## config.mk

```make
export PLATFORM = sky130hd
export DESIGN_NAME = vga_sync_gen
export DESIGN_NICKNAME = d
export VERILOG_FILES = /design/src/rtl/vga_sync_gen.sv
export SDC_FILE = /design/constraint.sdc
export NUM_CORES = 1
export LEC_CHECK = 0
export BUFFER_PORTS_ARGS = -buffer_cell sky130_fd_sc_hd__buf_4
export CELL_PAD_IN_SITES_DETAIL_PLACEMENT = 1
export CELL_PAD_IN_SITES_GLOBAL_PLACEMENT = 1
export CORE_UTILIZATION = 46
export CTS_BUF_LIST = sky130_fd_sc_hd__clkbuf_4
export DETAILED_ROUTE_END_ITERATION = 10
export PLACE_DENSITY = 0.89
export SYNTH_ARGS = -nofsm -noshare
export SYNTH_HDL_FRONTEND = slang
export SYNTH_SLANG_ARGS = --single-unit
```

## constraint.sdc

```tcl
create_clock -name clk -period 7.42 [get_ports clk]
set_input_delay 1.484 -clock clk [delete_from_list [all_inputs] [get_ports clk]]
set_output_delay 1.484 -clock clk [all_outputs]
set_load 0.05 [all_outputs]
```

## src/rtl/vga_sync_gen.sv

```systemverilog
// VGA raster timing generator: pixel-rate divider, free-running HCount/VCount,
// registered sync/blanking status and once-per-frame latching of display-mode controls.
module vga_sync_gen #(
  parameter int H_DISPLAY = 640,
  parameter int H_FRONT   = 16,
  parameter int H_SYNC    = 96,
  parameter int H_BACK    = 48,
  parameter int V_DISPLAY = 480,
  parameter int V_FRONT   = 10,
  parameter int V_SYNC    = 2,
  parameter int V_BACK    = 33,
  parameter int CLK_DIV   = 2
) (
  input  logic       clk,
  input  logic       rst_n,
  input  logic       full_screen_in,
  input  logic       select_in,
  output logic [9:0] HCount,
  output logic [9:0] VCount,
  output logic       hsync,
  output logic       vsync,
  output logic       video_on,
  output logic       pixel_tick,
  output logic       frame_start,
  output logic       full_screen,
  output logic       select
);

  localparam int H_TOTAL = H_DISPLAY + H_FRONT + H_SYNC + H_BACK;
  localparam int V_TOTAL = V_DISPLAY + V_FRONT + V_SYNC + V_BACK;
  localparam int DIV_W   = (CLK_DIV > 1) ? $clog2(CLK_DIV) : 1;

  localparam logic [DIV_W-1:0] DIV_LAST = DIV_W'(CLK_DIV - 1);
  localparam logic [DIV_W-1:0] DIV_ONE  = DIV_W'(1);
  localparam logic [DIV_W-1:0] DIV_ZERO = DIV_W'(0);

  localparam logic [9:0] H_LAST     = 10'(H_TOTAL - 1);
  localparam logic [9:0] V_LAST     = 10'(V_TOTAL - 1);
  localparam logic [9:0] H_VIS      = 10'(H_DISPLAY);
  localparam logic [9:0] V_VIS      = 10'(V_DISPLAY);
  localparam logic [9:0] HS_FIRST   = 10'(H_DISPLAY + H_FRONT);
  localparam logic [9:0] HS_LAST    = 10'(H_DISPLAY + H_FRONT + H_SYNC - 1);
  localparam logic [9:0] VS_FIRST   = 10'(V_DISPLAY + V_FRONT);
  localparam logic [9:0] VS_LAST    = 10'(V_DISPLAY + V_FRONT + V_SYNC - 1);

  logic [DIV_W-1:0] divider_r;
  logic [DIV_W-1:0] divider_next_s;
  logic [9:0]       h_next_s;
  logic [9:0]       v_next_s;
  logic             frame_wrap_s;
  logic             video_on_next_s;
  logic             hsync_next_s;
  logic             vsync_next_s;

  // Next divider phase and next raster position; the raster steps on the last divider phase
  always_comb begin
    divider_next_s = divider_r;
    h_next_s       = HCount;
    v_next_s       = VCount;
    frame_wrap_s   = 1'b0;
    if (divider_r == DIV_LAST) begin
      divider_next_s = DIV_ZERO;
      if (HCount == H_LAST) begin
        h_next_s = 10'd0;
        if (VCount == V_LAST) begin
          v_next_s     = 10'd0;
          frame_wrap_s = 1'b1;
        end else begin
          v_next_s = VCount + 10'd1;
        end
      end else begin
        h_next_s = HCount + 10'd1;
      end
    end else begin
      divider_next_s = divider_r + DIV_ONE;
    end
  end

  // Status derived from the next position so it lands on the same edge as the counters
  always_comb begin
    video_on_next_s = (h_next_s < H_VIS) && (v_next_s < V_VIS);
    hsync_next_s    = !((h_next_s >= HS_FIRST) && (h_next_s <= HS_LAST));
    vsync_next_s    = !((v_next_s >= VS_FIRST) && (v_next_s <= VS_LAST));
  end

  // Raster state, status outputs and per-frame mode latch
  always_ff @(posedge clk or negedge rst_n) begin
    if (!rst_n) begin
      divider_r   <= DIV_ZERO;
      HCount      <= H_LAST;
      VCount      <= V_LAST;
      hsync       <= 1'b1;
      vsync       <= 1'b1;
      video_on    <= 1'b0;
      pixel_tick  <= 1'b0;
      frame_start <= 1'b0;
      full_screen <= 1'b0;
      select      <= 1'b0;
    end else begin
      divider_r   <= divider_next_s;
      pixel_tick  <= (divider_next_s == DIV_LAST);
      HCount      <= h_next_s;
      VCount      <= v_next_s;
      hsync       <= hsync_next_s;
      vsync       <= vsync_next_s;
      video_on    <= video_on_next_s;
      frame_start <= frame_wrap_s;
      // Mode controls only change on the frame wrap so renderers see a stable frame
      if (frame_wrap_s) begin
        full_screen <= full_screen_in;
        select      <= select_in;
      end else begin
        full_screen <= full_screen;
        select      <= select;
      end
    end
  end

endmodule

```

### Word-level counts from Yosys, hierarchy flattened

Cells that the tools add are included.

* register bits: 27
* bits in latches: 0
* bits in writable memories: 0
* memory bits (read-only): 0
* input bits: 4
* output and inout bits: 27
* logic and storage cells: 34
* memories kept: 0

* add/sub/neg operators: 3
* multipliers: 0
* divide/modulo/power cells: 0
* order comparisons: 6
* equal/unequal tests: 2
* shift-type cells: 0
* multiplexer cells: 9
* bitwise logic cells: 0
* reduce and logical (&&, ||, !) cells: 5

Operators by type and width (count)
* two-way mux 10 bit: 5
* adder 10 x 1 -> 10 bit (second input constant): 2
* equality test 10 bit (second input constant): 2
* >= comparator 10 bit (second input constant): 1
* >= comparator 10 x 9 -> 1 bit (second input constant): 1
* <= comparator 10 bit (second input constant): 1
* <= comparator 10 x 9 -> 1 bit (second input constant): 1
* less-than comparator 10 bit (second input constant): 1
* less-than comparator 10 x 9 -> 1 bit (second input constant): 1
* two-way mux 1 bit: 4
* logical AND 1 bit: 3
* zero test 1 bit: 2
* adder 1 bit (second input constant): 1

### Logic depth before layout (Yosys ltp)

* depth after elaboration: 7
* depth in mapped cells: 7
* mapped depth without buffers: 7

### Worst setup path before layout

OpenSTA, ideal clock, no wires.

* path kind: flip-flop to flip-flop
* start point: register HCount[0]
* end point: register video_on
* setup time: 0.120 ns
* arrival: 2.572 ns
* setup slack: 4.728 ns
* cell stages (with the launch flop): 7
* buffers on the path: 0
* period minus slack after synthesis: 2.692 ns
* cells stage by stage: dfstp_2 > ha_1 > nand4_1 > or4_4 > or4_1 > a22oi_2 > and3b_1

* longest elaborated chain between the ends: 5
* elaborated cells on any way between the ends: 9

Ends and longest elaborated chain
* start: declaration: RTL line 18 `output logic [9:0] HCount,`
* start signal: assignment: RTL line 102 `HCount <= h_next_s;`
* adder 10 x 1 -> 10 bit / equality test 10 bit (equally long branches): RTL line 72, 63
* two-way mux 10 bit: RTL line 63 `if (HCount == H_LAST) begin`
* two-way mux 10 bit: RTL line 61 `if (divider_r == DIV_LAST) begin`
* less-than comparator 10 bit / less-than comparator 10 x 9 -> 1 bit (equally long branches): RTL line 81 `video_on_next_s = (h_next_s < H_VIS) && (v_next_s < V_VIS);`
* logical AND 1 bit *: RTL line 81
* named net video_on_next_s: RTL line 51 `logic video_on_next_s;`
* end signal: assignment: RTL line 106 `video_on <= video_on_next_s;`
* end: declaration: RTL line 22 `output logic video_on,`

Mark *: on every way through the listed nets, which the timed path passes. The rest lies on a longest branch.
A chain may end at the register's enable or synchronous reset.

### Worst setup path in the final report

Ends and elaborated chain as after synthesis.

==> impl_results.md <==
- Most frequent cells in the layout: buf_4, nand2_1, dfrtp_1
- RSZ-0062 raised after global routing: no
- CTS resizes: 0
- Worst EP arrival: 3000 ps
- # DRC: 3
- Root buffer cell: clkbuf_4
- Setup Skew: 10.6 ps
- Initial Utilization: 50.5%
- DR pass1 iterations: 7
- Post-synth top flop: dfrtp_1
- Final HPWL from detailed placement: 3.09 mm
- DIE AREA: 3360 sq um
- Routed wire per std cell: 20.1 um
- Final critical-path required period: 2780 ps
- Period utilization: 37.4%
- Share of cells above drive strength 1: 31.8%
- First-pass GRT wire length: 7.07 mm
- Detailed-route via count: 1347
- Largest net degree at the start of global routing: 28
- Hold-fix buffers at CTS: 0
- H-Tree Depth: 1
- VDD IR-drop max: 88.2 uV
- Clock latency at the later pin of the worst-skew pair: 320 ps
- Nets: 187
- IO Port Bufs: 30
- Final Slew Violations: 0
- Num CTS Buffers: 3
- Commonest non-fill, non-tap cell in the layout: buf_4
- Drt total wl: 4.23 mm
- Pleak: 0.725 nW
- Run status: finished, violations left
- GR Util All Layers: 27.8%
- Post-Route Utilization: 60.7%
- Critical Path Sink Type: flip-flop
- CTS tree: yes
- Critical path type: flip-flop to flip-flop
- Post-synth EDFFs: 0
- Antenna viol nets, final: 0
- Setup Fix Bufs, Post-CTS: 0
- FMAX: 360 MHz
- Post-synth ARST share: 100%
- Power Dens Cells: 130 nW/um^2
- Finish-stage setup viols: 0
- Yosys warns: 0
- GRT overflow: 0
- Failing checks: design-rule violations
- Clock slew at reported path FFs: 140 ps
- Flops & latches, synth: 27
- Antenna violations before repair: 0
- Vias in the first global route: 1421
- ANT cells: 0
- Mean area per synthesized cell: 9.87 sq um
- Worst Tran Pin Value: 670 ps
- Overall die width: 58.0 um
- MaxCap Viol Count: 0
- Hold path cells: 1
- CTS Buffer Depth: 2
- Gate Count Post-Synth: 146
- Core box area: 2850 sq um
- Setup TNS: 0 ps
- Tightest Hold Check Type: flip-flop to flip-flop
- Layout area overhead: 20.1%
- Clock sinks: 27
- Register area share after synthesis: 47.9%
- Critical Path RT: 7640 ps
- Hold Slack: 531 ps
- Die H: 58.0 um
- Ports: 31
- Routability cong.: 0.833
- Slew margin rel.: 54.9%
- Post-synthesis cell type count: 43
- Startpoint Class: flip-flop
- Syn_nets: 153
- Reg2Reg Depth: 6
- Site row count: 19
- Synthesized area: 1440 sq um
- Drt via density: 6.41
- Fin. Hold Viols: 0
- CP max FO: 6
- DR iter-0 viols: 58
synth_stat cells, drive strengths merged, types with 2 or more instances:
master	number	area, sq um
dfstp	12	315
nand3	11	55.1
nand2	16	60.1
inv	9	33.8
nor4	6	37.5
o21ai	10	50.1
a22oi	2	20.0
xor2	4	35.0
mux2	4	45.0
nor3	6	30.0
dfrtp	15	375
or4	3	26.3
nor2	4	15.0
ha	3	37.5
xnor2	5	43.8
and3	4	25.0
nand4	6	37.5
or3	5	37.5
flip-flops by register name (all words and copies together), names as in the netlist:
name and cells:
hsync 1, video_on 1, select 1, divider_r 1, HCount 10, vsync 1, frame_start 1, full_screen 1
VCount 10
through the flow:
step           cells  instance area, sq um  setup slack, ps  power (mW)
6_report         210                  1730             4640       0.225
5_1_grt          210                  1730             4500       0.232
4_1_cts          209                  1730             4380       0.226
3_5_place_dp     205                  1700             4500       0.159
3_3_place_gp     205                  1700             4780       0.158
2_1_floorplan    146                  1440             4730       0.153
power breakdown:
group,total [mW],internal (mW),switching [mW]
clock network,0.0686,0.0247,0.0439
registers,0.148,0.148,0.000330
logic,0.00755,0.00212,0.00544
final cells by class:
class / instances / area [sq um]
sequential: 27 / 691
tap: 31 / 38.8
inverter: 9 / 33.8
clock buffer: 4 / 30.0
multi-input combinational: 108 / 708
fill: 342 / 1120
timing repair buffer: 31 / 230
worst max-delay path, cell delays in order (launching register included):
cell and delay [ps]:
dfstp_2 610, ha_1 240, nand4_1 250, or4_4 620, or4_1 540, a22oi_2 200
and3b_1 210
routing by layer:
layer	GRT usage (%)	vias up	wire, um
met1	35.6	681	1750
met5	0	-	0
met3	3.79	10	190
li1	-	611	-
met2	47.9	45	2160
met4	10.5	0	122
kinds of logic (layout without fill, tap and decap cells):
| kind of cell | after synthesis | after routing | share of synthesized area, % |
|---|---|---|---|
| XOR/XNOR | 9 | 9 | 5.47 |
| AND/OR/NAND/NOR | 68 | 68 | 26.4 |
| AO/OA/AOI/OAI | 23 | 23 | 10.9 |
| adder cells (fa/ha/maj) | 3 | 3 | 2.60 |
| flip-flops | 27 | 27 | 47.9 |
| multiplexers | 5 | 5 | 3.82 |
| buffers and inverters | 11 | 44 | 2.95 |
worst paths after layout:
path	to	slack (ps)	from
max	video_on	4640	HCount[0]
min	HCount[1]	530	HCount[1]
max reg2reg	video_on	4640	HCount[0]
min reg2reg	HCount[1]	530	HCount[1]
max in group asynchronous	HCount[2]	6060	rst_n
min in group asynchronous	VCount[7]	1040	rst_n
No activity file was read; power rests on OpenSTA's default activity.
